$ cat src/rtl/fir_pkg.sv
// -----------------------------------------------------------------------------
// fir_pkg
// Shared constants and types for the FIR datapath and its output stage.
//   FIR_DATA_W  : width of a raw FIR accumulator result
//   DISP_DATA_W : width of a display-path sample
//   DROP_CNT_W  : width of the dropped-sample counter
//   sample_t    : signed display-path sample
// -----------------------------------------------------------------------------
package fir_pkg;

    localparam int FIR_DATA_W  = 32;
    localparam int DISP_DATA_W = 16;
    localparam int DROP_CNT_W  = 8;

    typedef logic signed [DISP_DATA_W-1:0] sample_t;

endpackage

$ cat src/rtl/fir_out_fifo.sv
// -----------------------------------------------------------------------------
// fir_out_fifo
// Synchronous first-word-fall-through FIFO. The head entry is visible on
// rd_data whenever the FIFO is non-empty; rd_data reads as zero when empty.
//   clk, rst_n : clock, asynchronous active-low reset
//   wr, wr_data: write request; accepted when not full, or when full and a
//                read happens in the same cycle
//   rd         : read request; ignored while empty
//   rd_data    : head entry
//   full, empty: occupancy flags
//   level      : current occupancy, 0..DEPTH
// -----------------------------------------------------------------------------
module fir_out_fifo
    import fir_pkg::*;
#(
    parameter int W     = DISP_DATA_W,
    parameter int DEPTH = 4
) (
    input  logic                     clk,
    input  logic                     rst_n,
    input  logic                     wr,
    input  logic [W-1:0]             wr_data,
    input  logic                     rd,
    output logic [W-1:0]             rd_data,
    output logic                     full,
    output logic                     empty,
    output logic [$clog2(DEPTH):0]   level
);

    localparam int AW = $clog2(DEPTH);

    logic [W-1:0]  mem [DEPTH];
    logic [AW-1:0] wr_ptr;
    logic [AW-1:0] rd_ptr;
    logic [AW:0]   count;
    logic          wr_ok;
    logic          rd_ok;

    assign empty = (count == '0);
    assign full  = (count == (AW+1)'(DEPTH));
    assign level = count;

    // A read frees the slot the write needs, so full-with-read still accepts.
    assign rd_ok = rd && !empty;
    assign wr_ok = wr && (!full || rd_ok);

    assign rd_data = empty ? '0 : mem[rd_ptr];

    // NOTE: the storage array has no reset; stale entries are never visible
    // because rd_data is forced to zero while the FIFO is empty.
    always_ff @(posedge clk) begin
        if (wr_ok) mem[wr_ptr] <= wr_data;
    end

    // NOTE: state uses non-blocking assignments so every register samples
    // pre-edge values regardless of statement order.
    always_ff @(posedge clk or negedge rst_n) begin
        if (!rst_n) begin
            wr_ptr <= '0;
            rd_ptr <= '0;
            count  <= '0;
        end else begin
            if (wr_ok) wr_ptr <= wr_ptr + AW'(1);
            if (rd_ok) rd_ptr <= rd_ptr + AW'(1);
            case ({wr_ok, rd_ok})
                2'b10:   count <= count + (AW+1)'(1);
                2'b01:   count <= count - (AW+1)'(1);
                default: count <= count;
            endcase
        end
    end

endmodule

$ cat src/rtl/fir_out_conv.sv
// -----------------------------------------------------------------------------
// fir_out_conv
// Output conditioning for the 40-tap FIR: captures each result on in_valid,
// keeps one of every DECIM strobes, rounds (half up) and shifts right by
// SHIFT, narrows to OUT_W, and queues results in an FWFT FIFO.
//   in_valid, in_data     : FIR result strobe and data
//   out_valid, out_ready  : FIFO head handshake; out_data is the head entry
//   level                 : FIFO occupancy
//   sat_sticky            : a sample was clamped since the last clr_stat
//   drop_cnt              : samples lost to a full FIFO (saturates at 255)
//   clr_stat              : synchronous clear of sat_sticky and drop_cnt
// Build option: define FIR_OUT_SAT_EN to clamp out-of-range results and
// report them on sat_sticky; otherwise results wrap to OUT_W bits and
// sat_sticky is tied low.
// Latency: strobe sampled at one edge, stage register written, FIFO written
// at the following edge, so out_valid rises two cycles after the strobe.
// -----------------------------------------------------------------------------
module fir_out_conv
    import fir_pkg::*;
#(
    parameter int IN_W       = FIR_DATA_W,
    parameter int OUT_W      = DISP_DATA_W,
    parameter int SHIFT      = 16,
    parameter int DECIM      = 1,
    parameter int FIFO_DEPTH = 4
) (
    input  logic                          clk,
    input  logic                          rst_n,
    input  logic                          in_valid,
    input  logic signed [IN_W-1:0]        in_data,
    output logic                          out_valid,
    input  logic                          out_ready,
    output logic [OUT_W-1:0]              out_data,
    output logic [$clog2(FIFO_DEPTH):0]   level,
    output logic                          sat_sticky,
    output logic [DROP_CNT_W-1:0]         drop_cnt,
    input  logic                          clr_stat
);

    localparam int              RND_SH    = (SHIFT > 0) ? SHIFT - 1 : 0;
    localparam logic [IN_W:0]   RND       = (SHIFT > 0) ? ((IN_W+1)'(1) << RND_SH) : '0;
    localparam logic [3:0]      DCNT_LAST = 4'(DECIM - 1);
    localparam logic [DROP_CNT_W-1:0] DROP_MAX = '1;

    logic [3:0]              dcnt;
    logic                    keep;
    logic signed [IN_W:0]    tmp;
    logic [OUT_W-1:0]        narrowed;
    logic                    s1_v;
    logic [OUT_W-1:0]        s1_data;
    logic                    full;
    logic                    empty;
    logic                    drop;

    // Decimation: the strobe that finds dcnt at zero is the one kept.
    assign keep = in_valid && (dcnt == 4'd0);

    always_ff @(posedge clk or negedge rst_n) begin
        if (!rst_n) begin
            dcnt <= 4'd0;
        end else if (in_valid) begin
            dcnt <= (dcnt == DCNT_LAST) ? 4'd0 : dcnt + 4'd1;
        end
    end

    // One extra bit of headroom so adding the rounding constant cannot overflow.
    assign tmp = $signed({in_data[IN_W-1], in_data}) + $signed(RND);

`ifdef FIR_OUT_SAT_EN
    logic signed [IN_W:0]    r;
    logic [IN_W-OUT_W+1:0]   r_hi;
    logic                    in_range;
    logic                    sat_ev;

    assign r        = tmp >>> SHIFT;
    // In range when every bit above the OUT_W sign bit repeats the sign.
    assign r_hi     = r[IN_W:OUT_W-1];
    assign in_range = (&r_hi) || !(|r_hi);
    assign narrowed = in_range ? r[OUT_W-1:0]
                    : (r[IN_W] ? {1'b1, {(OUT_W-1){1'b0}}} : {1'b0, {(OUT_W-1){1'b1}}});
    assign sat_ev   = keep && !in_range;

    // A saturation in the same cycle as clr_stat leaves the flag set.
    always_ff @(posedge clk or negedge rst_n) begin
        if (!rst_n)        sat_sticky <= 1'b0;
        else if (sat_ev)   sat_sticky <= 1'b1;
        else if (clr_stat) sat_sticky <= 1'b0;
    end
`else
    assign narrowed   = OUT_W'(tmp >>> SHIFT);
    assign sat_sticky = 1'b0;
`endif

    always_ff @(posedge clk or negedge rst_n) begin
        if (!rst_n) begin
            s1_v    <= 1'b0;
            s1_data <= '0;
        end else begin
            s1_v    <= keep;
            if (keep) s1_data <= narrowed;
        end
    end

    fir_out_fifo #(
        .W     (OUT_W),
        .DEPTH (FIFO_DEPTH)
    ) u_fifo (
        .clk     (clk),
        .rst_n   (rst_n),
        .wr      (s1_v),
        .wr_data (s1_data),
        .rd      (out_ready),
        .rd_data (out_data),
        .full    (full),
        .empty   (empty),
        .level   (level)
    );

    assign out_valid = !empty;

    // Full with a read in the same cycle still accepts the write; only a
    // stalled consumer loses the sample.
    assign drop = s1_v && full && !out_ready;

    // A drop in the same cycle as clr_stat restarts the count at one.
    always_ff @(posedge clk or negedge rst_n) begin
        if (!rst_n) begin
            drop_cnt <= '0;
        end else if (drop) begin
            if (clr_stat)                 drop_cnt <= DROP_CNT_W'(1);
            else if (drop_cnt != DROP_MAX) drop_cnt <= drop_cnt + DROP_CNT_W'(1);
        end else if (clr_stat) begin
            drop_cnt <= '0;
        end
    end

endmodule

$ cat config.mk
export PLATFORM = sky130hd
export DESIGN_NAME = fir_out_conv
export DESIGN_NICKNAME = d
export VERILOG_FILES = /design/src/rtl/fir_pkg.sv /design/src/rtl/fir_out_fifo.sv /design/src/rtl/fir_out_conv.sv
export SDC_FILE = /design/constraint.sdc
export NUM_CORES = 1
export LEC_CHECK = 0
export ABC_AREA = 1
export CORE_AREA = 2 2 103 105
export DETAILED_ROUTE_END_ITERATION = 10
export DIE_AREA = 0 0 105 107
export PLACE_DENSITY = 0.79
export REMOVE_ABC_BUFFERS = 1
export SLEW_MARGIN = 20
export SYNTH_ARGS = -nofsm -noshare
export SYNTH_HDL_FRONTEND = slang
export SYNTH_SLANG_ARGS = --single-unit
$ cat constraint.sdc
create_clock -name clk -period 2.7 [get_ports clk]
set_input_delay 0.54 -clock clk [delete_from_list [all_inputs] [get_ports clk]]
set_output_delay 0.54 -clock clk [all_outputs]
set_load 0.03 [all_outputs]
* After elaboration in Yosys (flattened, before gate mapping)
Memories as Yosys holds them, arrays and structs flattened. Cells that the tools add are included.
Storage, ports and cells: register bits after elaboration 36, memory bits (writable) 64, input port bits 37, output and inout bits 29, logic and storage cells 43, memories kept 1
Cells by class: $add $sub $neg 7, equal/unequal tests 4, muxes and demuxes 9, reductions and logical operators 15
Memory list:
- u_fifo.mem | words 4, bits a word 16, read ports 1, clocked after Yosys merged registers in 0, wr ports 1, RTL line fir_out_fifo.sv:32 | logic [W-1:0] mem [DEPTH];
Operator list (number):
- $add A32 B17 Y32 const B | 1
- $mux W8 | 4
- $mux W16 | 1
- $add A8 B1 Y8 const B | 1
- $ne A8 B8 Y1 const B | 1
- $pmux W3 S2 | 1
- $reduce_bool A2 Y1 | 3
- $logic_and A1 B1 Y1 | 5
- $add A2 B1 Y2 const B | 2
- $add A4 B1 Y4 const B | 1
- $logic_not A4 Y1 | 1
- $mux W4 | 1
- $add A3 B1 Y3 const B | 1
- $eq A3 B3 Y1 const B | 1
- $logic_not A1 Y1 | 3
- $logic_not A3 Y1 | 1
- $sub A3 B1 Y3 const B | 1
- $eq A2 B1 Y1 const B | 1
- $eq A2 B2 Y1 const B | 1
- $mux W1 | 2
- $reduce_and A2 Y1 | 1
- $logic_or A1 B1 Y1 | 1

* Logic depth before layout (Yosys ltp)
Gate-level depths: netlist of the first run.
depth in word-level cells 7, gate-level depth with buffers 9, mapped depth without buffers 9

* Modules after synthesis
A second synthesis of the first run with hierarchy kept.
Unflattened totals: cell total of the unflattened synthesis 542, area, all modules 5076.1 um2
By module, submodules not included:
- fir_out_fifo | times used 1, cells each 312, area an instance 3374.5 um2, seq. area each 2097.0 um2
- fir_out_conv | times used 1, cells each 230, area an instance 1701.6 um2, seq. area each 725.7 um2

* Worst setup path before layout of the first run
Ideal clock, no wire load.
kind register -> output, start point reg u_fifo.count[0] (netlist: u_fifo.level[0]), end point out out_data[10], arrival time 1785 ps, data required time 2160 ps, setup slack 375 ps, stages on the path, launching flop included 6, buffers on the path 1, cell sequence dfrtp_1 nor2_1 nand2_1 inv_1 buf_2 a21oi_1
On the way: longest elaborated chain between the ends 2
Ends and longest elaborated chain:
- start: declaration | RTL line fir_out_fifo.sv:35 | logic [AW:0] count;
- start signal: assignment | RTL line fir_out_fifo.sv:66 | 2'b10: count <= count + (AW+1)'(1);
- start signal: assignment | RTL line fir_out_fifo.sv:67 | 2'b01: count <= count - (AW+1)'(1);
- start signal: assignment | RTL line fir_out_fifo.sv:68 | default: count <= count;
- $logic_not A3 Y1 | RTL line fir_out_fifo.sv:39 | assign empty = (count == '0);
- $mux W16 | RTL line fir_out_fifo.sv:47 | assign rd_data = empty ? '0 : mem[rd_ptr];
- end: declaration | RTL line fir_out_conv.sv:33 | output logic [OUT_W-1:0] out_data,
Every way passes these cells.

* Final worst setup path of the first run
start point reg u_fifo.rd_ptr[1], end point out out_data[11]
On the way: longest elaborated chain between the ends 2
Ends and longest elaborated chain:
- start: declaration | RTL line fir_out_fifo.sv:34 | logic [AW-1:0] rd_ptr;
- start signal: assignment | RTL line fir_out_fifo.sv:64 | if (rd_ok) rd_ptr <= rd_ptr + AW'(1);
- $mem_v2 Z4 W16
- $mux W16 | RTL line fir_out_fifo.sv:47
Every way passes these cells.

==> impl_metrics.toml, run 1 <==
[power_and_ir_drop]
leakagePower_nw = 2.293
seqPwrFrac = 0.426
combPwrFrac = 0.408
netSwitchingPower_w = 0.002129
powerDensity_nw_per_um2 = 957.8
swShare = 0.4042
p_clk_frac = 0.166
intPower_w = 0.003139
ir_worst_vdd_uv = 363.3

[synthesis]
synth_seq_cells = 100
seq_area_frac_synth = 0.6120
yosys.area.top_type = "edfxtp_1"
synth_top_area_share = 0.4167
ys_types = 30
synth.cell_area_um2 = 4612
syn_inst = 471
yosysWarnings = 0
avgSynthCellArea_um2 = 9.792
synthTopCellsByArea = "edfxtp_1 (42%), dfrtp_1 (20%), nand2_1 (7.8%)"

[timing]
setup_viol = 0
rsz0062_at_grt = "false"
fin_tns_setup_ns = 0
fin_skew_ns = 0.01575
period_needed_ns = 2.520
slew_viol_final = 0
fmax_ghz = 0.3969
period_share = 0.9332
holdWs_ns = 0.5243
hold_viol_final = 0

[hold_path]
hold_class = "flip-flop to flip-flop"

[global_routing]
antenna_found_initial = 0
grt_pass1_wl_mm = 14.50
overflow = 0
grt_pass1_vias = 3194
grt_use_total = 0.1647
grt_max_degree = 37

[detailed_routing]
drt-initial-drc-count = 121
wl_met2_mm = 4.462
dr.pass1.iters = 4
wl_met1_mm = 3.814
viasPerCell = 4.948
wl_mm = 8.911
wl_per_cell_um = 13.28
wl_met3_um = 483
vias = 3320
highest_layer = "met4"
drc = 0
final_antenna_net_count = 0

[setup_path]
cp_data_arrival_time_ns = 1.98
crit_fanout = 15
worst_ep_required_time_ns = 2.16
crit_slowest_cell = "dlygate4sd2_1"
cp_slowest_stage_delay_ns = 0.42
endpoint_kind = "output pin"
startpoint_type = "flip-flop"
cp_cell_sequence = "clkinvlp_4 -> buf_12 -> buf_4 -> nor2_1 -> o21ai_0 -> a21oi_1 -> dlygate4sd2_1"
critical_path_class = "flip-flop to output pin"

[run_status]
status = "finished clean"

[die]
io_pins = 66
initial_core_util = 0.4570
dieArea_um2 = 11240
coreArea_um2 = 10090
fp.dieW_um = 105
rows = 37
die_y_um = 107

[clock_tree]
htree_num_levels = 3
cts.sink_count = 100
cts_inserted_buffers = 9
clk_path_buf_depth = 2
worstSkewPairLatency_ns = 0.36
cts_tree = "built"
holdBufCountCts = 0
cts_root_buf = "clkbuf_8"
clkTransAtPathRegs_ns = 0.09

[cells_and_area]
drive_gt1_frac = 0.1009
final.fill_count = 898
fin_nets = 576
seqCellArea_um2 = 2823
multiInputGateArea_um2 = 1563
insertedDiodeCount = 0
area_delta_synth_final_pct = 19.26

[place]
port_buffers = 49
dp_hpwl_mm = 6.097
gp_congestion = 0.8550

[job]
drv_cap = 0
-- cells in the mapped netlist --
library cell	number
nand3_2	1
a21oi_1	20
xor2_1	10
o31ai_1	1
inv_4	1
nor2_4	4
o21ai_2	3
xnor2_1	5
inv_1	35
edfxtp_1	64
ha_1	8
inv_2	3
nand2_1	96
buf_4	3
nand2_2	4
o21ai_0	36
clkbuf_1	4
nor3_4	1
buf_2	8
conb_1	1
nor2_1	89
nand3_1	19
nor2_2	3
fa_1	1
o21bai_1	3
nor3_1	2
nand4_1	3
nor3b_1	1
o21ai_1	6
dfrtp_1	36
-- metal layers --
metal / up-vias / track usage
met3: 9 / 0.03222
met5: - / 0
met2: 84 / 0.2801
met4: 0 / 0.07048
met1: 1558 / 0.2060
li1: 1669 / -
-- state kept, by name, summed over array words and instances (netlist names) --
signal / count
u_fifo.wr_ptr: 2
s1_data: 16
dcnt: 4
drop_cnt: 8
s1_v: 1
u_fifo.rd_ptr: 2
u_fifo.mem: 64
u_fifo.level: 3
-- cells by family (layout without fill, tap and decap cells) --
| group | count (synthesis) | after routing | synth area share |
|---|---|---|---|
| other | 1 | 1 | 0.0008131 |
| flip-flops | 100 | 100 | 0.6120 |
| XOR/XNOR | 15 | 15 | 0.02848 |
| AO/OA/AOI/OAI | 69 | 69 | 0.07949 |
| buffers and inverters | 54 | 118 | 0.04911 |
| adder cells (fa/ha/maj) | 9 | 9 | 0.02605 |
| AND/OR/NAND/NOR | 223 | 223 | 0.2040 |
-- placed cells by master, fill, tap and decap left out, types with 7 or more instances in the layout --
| cell type | Yosys | final |
|---|---|---|
| inv_1 | 35 | 34 |
| dlymetal6s2s_1 | 0 | 7 |
| clkdlybuf4s50_1 | 0 | 33 |
| nand2_1 | 96 | 96 |
| ha_1 | 8 | 8 |
| edfxtp_1 | 64 | 64 |
| xor2_1 | 10 | 10 |
| a21oi_1 | 20 | 20 |
| nand3_1 | 19 | 19 |
| o21ai_0 | 36 | 36 |
| clkbuf_8 | 0 | 9 |
| nor2_1 | 89 | 89 |
| dfrtp_1 | 36 | 36 |
| buf_4 | 3 | 16 |
-- worst max-delay path: cells and delay by family (launching register included) --
family | cells | cell delay [ns]
simple gates | 1 | 0.09
flops | 1 | 0.41
buf+inv | 4 | 0.84
compound gates | 2 | 0.28
-- worst paths after layout --
path	slack (ns)	start	cells after the start	end
max	0.18	u_fifo.rd_ptr[1]	7	out_data[11]
min	0.52	u_fifo.level[2]	2	u_fifo.level[2]
min in group asynchronous	0.57	rst_n	2	drop_cnt[4]
min reg2reg	0.52	u_fifo.level[2]	2	u_fifo.level[2]
max in group asynchronous	1.79	rst_n	2	s1_data[7]
max reg2reg	1.09	u_fifo.level[2]	6	u_fifo.mem[3][10]
-- per-stage QoR --
step	total power, W	setup slack, ns	area [um2]	utilization	cells
4_1_cts	0.005257	0.02905	5451	0.5402	669
3_3_place_gp	0.004348	0.3679	5278	0.5229	653
2_1_floorplan	0.003542	0.4246	4534	-	456
6_report	0.005268	0.1805	5500	0.5450	671
5_1_grt	0.005598	0.07546	5500	0.5450	671
3_5_place_dp	0.004447	0.3639	5278	0.5229	653
-- layout make-up --
class,instances,area share
inverter,39,0.02775
timing repair buffer,63,0.1110
clock inverter,7,0.01046
sequential,100,0.5132
clock buffer,9,0.02252
tap,136,0.03094
multi-input combinational,317,0.2841
-- power by group through the flow --
stage               Clock [W]  Sequential, W  Combinational, W
global placement            0        0.00224           0.00211
CTS                  0.000893        0.00223           0.00213
finish               0.000876        0.00224           0.00215
global route         0.000954        0.00227           0.00237
detailed placement          0        0.00227           0.00218
floorplan                   0        0.00230           0.00124
-- what timing repair did --
item,in CTS,in global routing
buffers inserted,0,2
setup endpoints to repair,6,7
gates resized for setup,6,8
No activity file was read; power rests on OpenSTA's default activity.
==> run 2: changes to the inputs <==
ABC_AREA = default   (was 1)
CORE_AREA = 2 2 101 103   (was 2 2 103 105)
DIE_AREA = 0 0 103 105   (was 0 0 105 107)
MAX_ROUTING_LAYER = met4   (was default)
==> impl_metrics.toml, run 2 <==
[synthesis]
synth_fa_ha_area_frac = 0.02696
synth_edf_count = 64
yosys.area.top_type = "edfxtp_1"
synthMostInstantiatedCell = "edfxtp_1"
synth_top_family_by_area = "simple AND/OR/NAND/NOR gates"
synth_compound_area_frac = 0.05392
synth-simple-area-share = 0.1311
yosysWarnings = 0
synth.cell_area_um2 = 4456
ys_types = 47
synth_top_area_share = 0.4313
ys.flop_type = "edfxtp_1"
synth.mux.area_fraction = 0.08986
avgSynthCellArea_um2 = 13.92
synthTopCellsByArea = "edfxtp_1 (43%), dfrtp_1 (20%), mux4_2 (8.1%)"
synth_commonest_cells = "edfxtp_1 (64), dfrtp_1 (36), nand2_1 (24)"
synth_seq_cells = 100
syn_inst = 320
synthArstFlopShare = 0.3600
yosys.area_share.xor_xnor = 0.04128
seq_area_frac_synth = 0.6335

[global_routing]
grt_max_degree = 37
grt_use_total = 0.1709
grt_pass1_wl_mm = 13.53
overflow = 0
antenna_found_initial = 0
grt_pass1_vias = 2756

[detailed_routing]
final_antenna_net_count = 0
drc = 0
drt-initial-drc-count = 189
dr.pass1.iters = 4
viasPerCell = 5.363
wl_per_cell_um = 15.91
wl_mm = 8.243
vias = 2778

[setup_path]
crit_fanout = 11
endpoint_kind = "output pin"
critical_path_class = "flip-flop to output pin"
startpoint_type = "flip-flop"
cp_data_arrival_time_ns = 2.03
worst_ep_required_time_ns = 2.16

[timing]
fin_tns_setup_ns = 0
period_share = 0.9536
fin_skew_ns = 0.01165
slew-limit-headroom = 0.4417
hold_viol_final = 0
rsz0062_at_grt = "false"
tightest_slew_ns = 0.8374
slew_viol_final = 0
setup_viol = 0
holdWs_ns = 0.2653
fmax_ghz = 0.3884
period_needed_ns = 2.575

[clock_tree]
cts.sink_count = 100
cts_tree = "built"
post_cts_buffers = 0
holdBufCountCts = 0
cts_resized = 16
clk_path_buf_depth = 2
htree_num_levels = 3
worstSkewPairLatency_ns = 0.37
clkTransAtPathRegs_ns = 0.10
cts_inserted_buffers = 9
cts_root_buf = "clkbuf_8"

[hold_path]
hold_class = "input pin to asynchronous set/reset pin"

[cells_and_area]
largest_reg_flops = 64
insertedDiodeCount = 0
final.fill_count = 790
fin_nets = 426
area_delta_synth_final_pct = 19.80
final_cell_mix = "edfxtp_1 (64), dfrtp_1 (36), clkdlybuf4s50_1 (32)"
final_common_cell = "edfxtp_1"
multiInputGateArea_um2 = 1536
seqCellArea_um2 = 2823
design_area_um2 = 5338
drive_gt1_frac = 0.1377
reg_top3 = "u_fifo.mem: 64 flops, s1_data: 16 flops, drop_cnt: 8 flops"
top_register = "u_fifo.mem"

[die]
dieArea_um2 = 10820
io_pins = 66
rows = 36
die_y_um = 105
coreArea_um2 = 9639
fp.dieW_um = 103
initial_core_util = 0.4622

[place]
port_buffers = 49
dp_hpwl_mm = 5.527
post_dp_cell_area_um2 = 5147
gp_congestion = 0.9618

[job]
drv_cap = 0

[power_and_ir_drop]
powerDensity_nw_per_um2 = 979.9
leakagePower_nw = 1.963
ir_worst_vdd_uv = 359.9

[run_status]
status = "finished clean"
==> run 2: logic make-up after synthesis <==
family / count (synthesis)
xor gates and xnor gates: 21
and+or+nand+nor: 105
muxes: 20
other: 1
adders and majority gates: 9
AOI/OAI and AO/OA: 39
DFF: 100
buffers and inverters: 25
==> run 2: path summary, 6_finish.rpt <==
| check | startpoint | endpoint | slack, ns | cells after the start |
|---|---|---|---|---|
| setup reg to reg | u_fifo.level[0] | u_fifo.level[1] | 0.56 | 7 |
| min in group clk | dcnt[3] | dcnt[3] | 0.49 | 1 |
| max in group asynchronous | rst_n | s1_data[6] | 1.90 | 1 |
| hold reg to reg | dcnt[3] | dcnt[3] | 0.49 | 1 |
| hold / removal | rst_n | u_fifo.level[0] | 0.27 | 1 |
| setup / recovery | u_fifo.rd_ptr[0] | out_data[0] | 0.13 | 4 |
==> run 2: worst max-delay path, stage by stage, from the launching register on <==
cell,delay [ns]
dfrtp_1,0.36
buf_4,0.25
mux4_2,0.54
and2_1,0.18
dlygate4sd2_1,0.35
==> run 2: power by group <==
group	total (W)	switching (W)	internal (W)
clock network	0.000969	0.000526	0.000443
registers	0.00227	0.000222	0.00205
logic	0.00199	0.00113	0.000865
total	0.00523	0.00188	0.00335
==> run 2: routing by layer <==
layer  GRT usage  part of all wire  vias to the layer above
li1            -                 -                     1317
met1      0.1994              0.41                     1397
met2      0.2843              0.54                       48
met3     0.03344             0.024                       16
met4     0.07519             0.025                        0
met5           -                 0                        -
==> run 2: per-stage QoR <==
stage / setup WS (ns) / cells / utilization / power (W)
floorplan: 0.2145 / 307 / - / 0.003602
global placement: 0.2396 / 502 / 0.5340 / 0.004342
detailed placement: 0.1645 / 502 / 0.5340 / 0.004432
CTS: 0.1058 / 518 / 0.5537 / 0.005285
global route: 0.01029 / 518 / 0.5537 / 0.005560
finish: 0.1252 / 518 / 0.5537 / 0.005230
==> run 2: cell type report <==
cell class,count,area share
Clock buffer,9,0.02321
Clock inverter,7,0.01524
Inverter,12,0.008439
Multi-Input combinational cell,195,0.2879
Sequential cell,100,0.5288
Tap cell,133,0.03118
Timing Repair Buffer,62,0.1053
==> run 3: changes to the inputs <==
PLACE_DENSITY = 0.74   (was 0.79)
==> impl_metrics.toml, run 3 (synthesis gave the netlist of run 2 again) <==
[setup_path]
endpoint_kind = "output pin"
cp_cell_sequence = "buf_12 -> mux4_2 -> and2_1 -> dlygate4sd2_1"
crit_slowest_cell = "mux4_2"
worst_ep_required_time_ns = 2.16
critical_path_class = "flip-flop to output pin"
cp_data_arrival_time_ns = 2.01
crit_fanout = 18
cp_slowest_stage_delay_ns = 0.54
startpoint_type = "flip-flop"

[cells_and_area]
insertedDiodeCount = 0
largest_reg_flops = 64
top_register = "u_fifo.mem"
reg_top3 = "u_fifo.mem: 64 flops, s1_data: 16 flops, drop_cnt: 8 flops"
drive_gt1_frac = 0.1380
final.fill_count = 809
area_delta_synth_final_pct = 20.95
final_cell_mix = "edfxtp_1 (64), dfrtp_1 (36), clkdlybuf4s50_1 (32)"
final_common_cell = "edfxtp_1"
fin_nets = 425

[die]
coreArea_um2 = 9639
fp.dieW_um = 103
die_y_um = 105
io_pins = 66
rows = 36
dieArea_um2 = 10820
initial_core_util = 0.4622

[timing]
fmax_ghz = 0.3926
slew-limit-headroom = 0.4462
period_share = 0.9435
holdWs_ns = 0.2570
tightest_slew_ns = 0.8307
hold_viol_final = 0
rsz0062_at_grt = "false"
fin_skew_ns = 0.01309
period_needed_ns = 2.547
slew_viol_final = 0
setup_viol = 0
fin_tns_setup_ns = 0

[place]
port_buffers = 49
gp_congestion = 0.8491
dp_hpwl_mm = 5.577

[clock_tree]
clk_path_buf_depth = 2
cts_root_buf = "clkbuf_8"
cts_tree = "built"
cts_resized = 15
cts_inserted_buffers = 9
htree_num_levels = 3
clkTransAtPathRegs_ns = 0.10
post_cts_buffers = 0
cts.sink_count = 100
worstSkewPairLatency_ns = 0.37
holdBufCountCts = 0

[detailed_routing]
wl_per_cell_um = 15.70
dr.pass1.iters = 4
drt-initial-drc-count = 142
wl_mm = 8.118
viasPerCell = 5.180
drc = 0
vias = 2678
final_antenna_net_count = 0

[global_routing]
grt_pass1_wl_mm = 12.94
grt_use_total = 0.1635
grt_pass1_vias = 2602
gr-usage-met2 = 0.2699
use_met1 = 0.1986
antenna_found_initial = 0
grt_max_degree = 37
overflow = 0
grtUsageMet3 = 0.03211
grt_busiest_layer = "met2"

[power_and_ir_drop]
powerDensity_nw_per_um2 = 967.5
ir_worst_vdd_uv = 351.3
leakagePower_nw = 1.974

[hold_path]
hold_class = "input pin to asynchronous set/reset pin"

[job]
drv_cap = 0

[run_status]
status = "finished clean"
run 3: cell count changes in the layout (fill, tap and decap cells not counted), sizes merged:
cell         previous run  this run
clkinv                  1         4
bufinv                  1         0
clkinvlp                1         0
dlygate4sd2            15        14
inv                    16        15
run 3: power by group:
group	switching, W	internal [W]
Clock	0.000557	0.000366
Sequential	0.000232	0.00204
Combinational	0.00112	0.000894
run 3: worst max-delay path: cells and delay by family (launching register included):
kind | cells | cell delay (ns)
buffers and inverters | 2 | 0.55
flip-flops | 1 | 0.38
multiplexers | 1 | 0.54
AND/OR/NAND/NOR | 1 | 0.17
run 3: metrics by stage:
step	instance area, um2	utilization	instances	setup slack [ns]	power, W
detailed placement	5200	0.5395	501	0.2170	0.004463
floorplan	4400	-	307	0.2145	0.003602
global placement	5200	0.5395	501	0.2544	0.004385
finish	5389	0.5591	517	0.1526	0.005214
global route	5389	0.5591	517	0.06733	0.005534
CTS	5389	0.5591	517	0.1175	0.005272
run 3: layer usage:
metal,part of all wire,up-vias
met5,0,-
met3,0.025,16
met1,0.44,1308
met4,0.019,0
li1,-,1308
met2,0.52,46
run 3: worst paths after layout:
check	start	to	slack [ns]	depth (start not counted)
max	u_fifo.rd_ptr[0]	out_data[2]	0.15	4
min	rst_n	drop_cnt[2]	0.26	1
max reg2reg	u_fifo.level[0]	u_fifo.level[1]	0.54	7
min reg2reg	dcnt[3]	dcnt[3]	0.48	1
max in group asynchronous	rst_n	dcnt[3]	1.91	1
min in group clk	dcnt[3]	dcnt[3]	0.48	1
run 3: layout make-up:
type | count | area (um2) | share of cell area
multi-input cells | 195 | 1536 | 0.2851
flip-flops and latches | 100 | 2823 | 0.5238
clock inverters | 7 | 78.83 | 0.01463
inverters | 12 | 45.04 | 0.008358
repair buffers | 61 | 615.6 | 0.1142
well taps | 133 | 166.4 | 0.03088
clock buffers | 9 | 123.9 | 0.02299
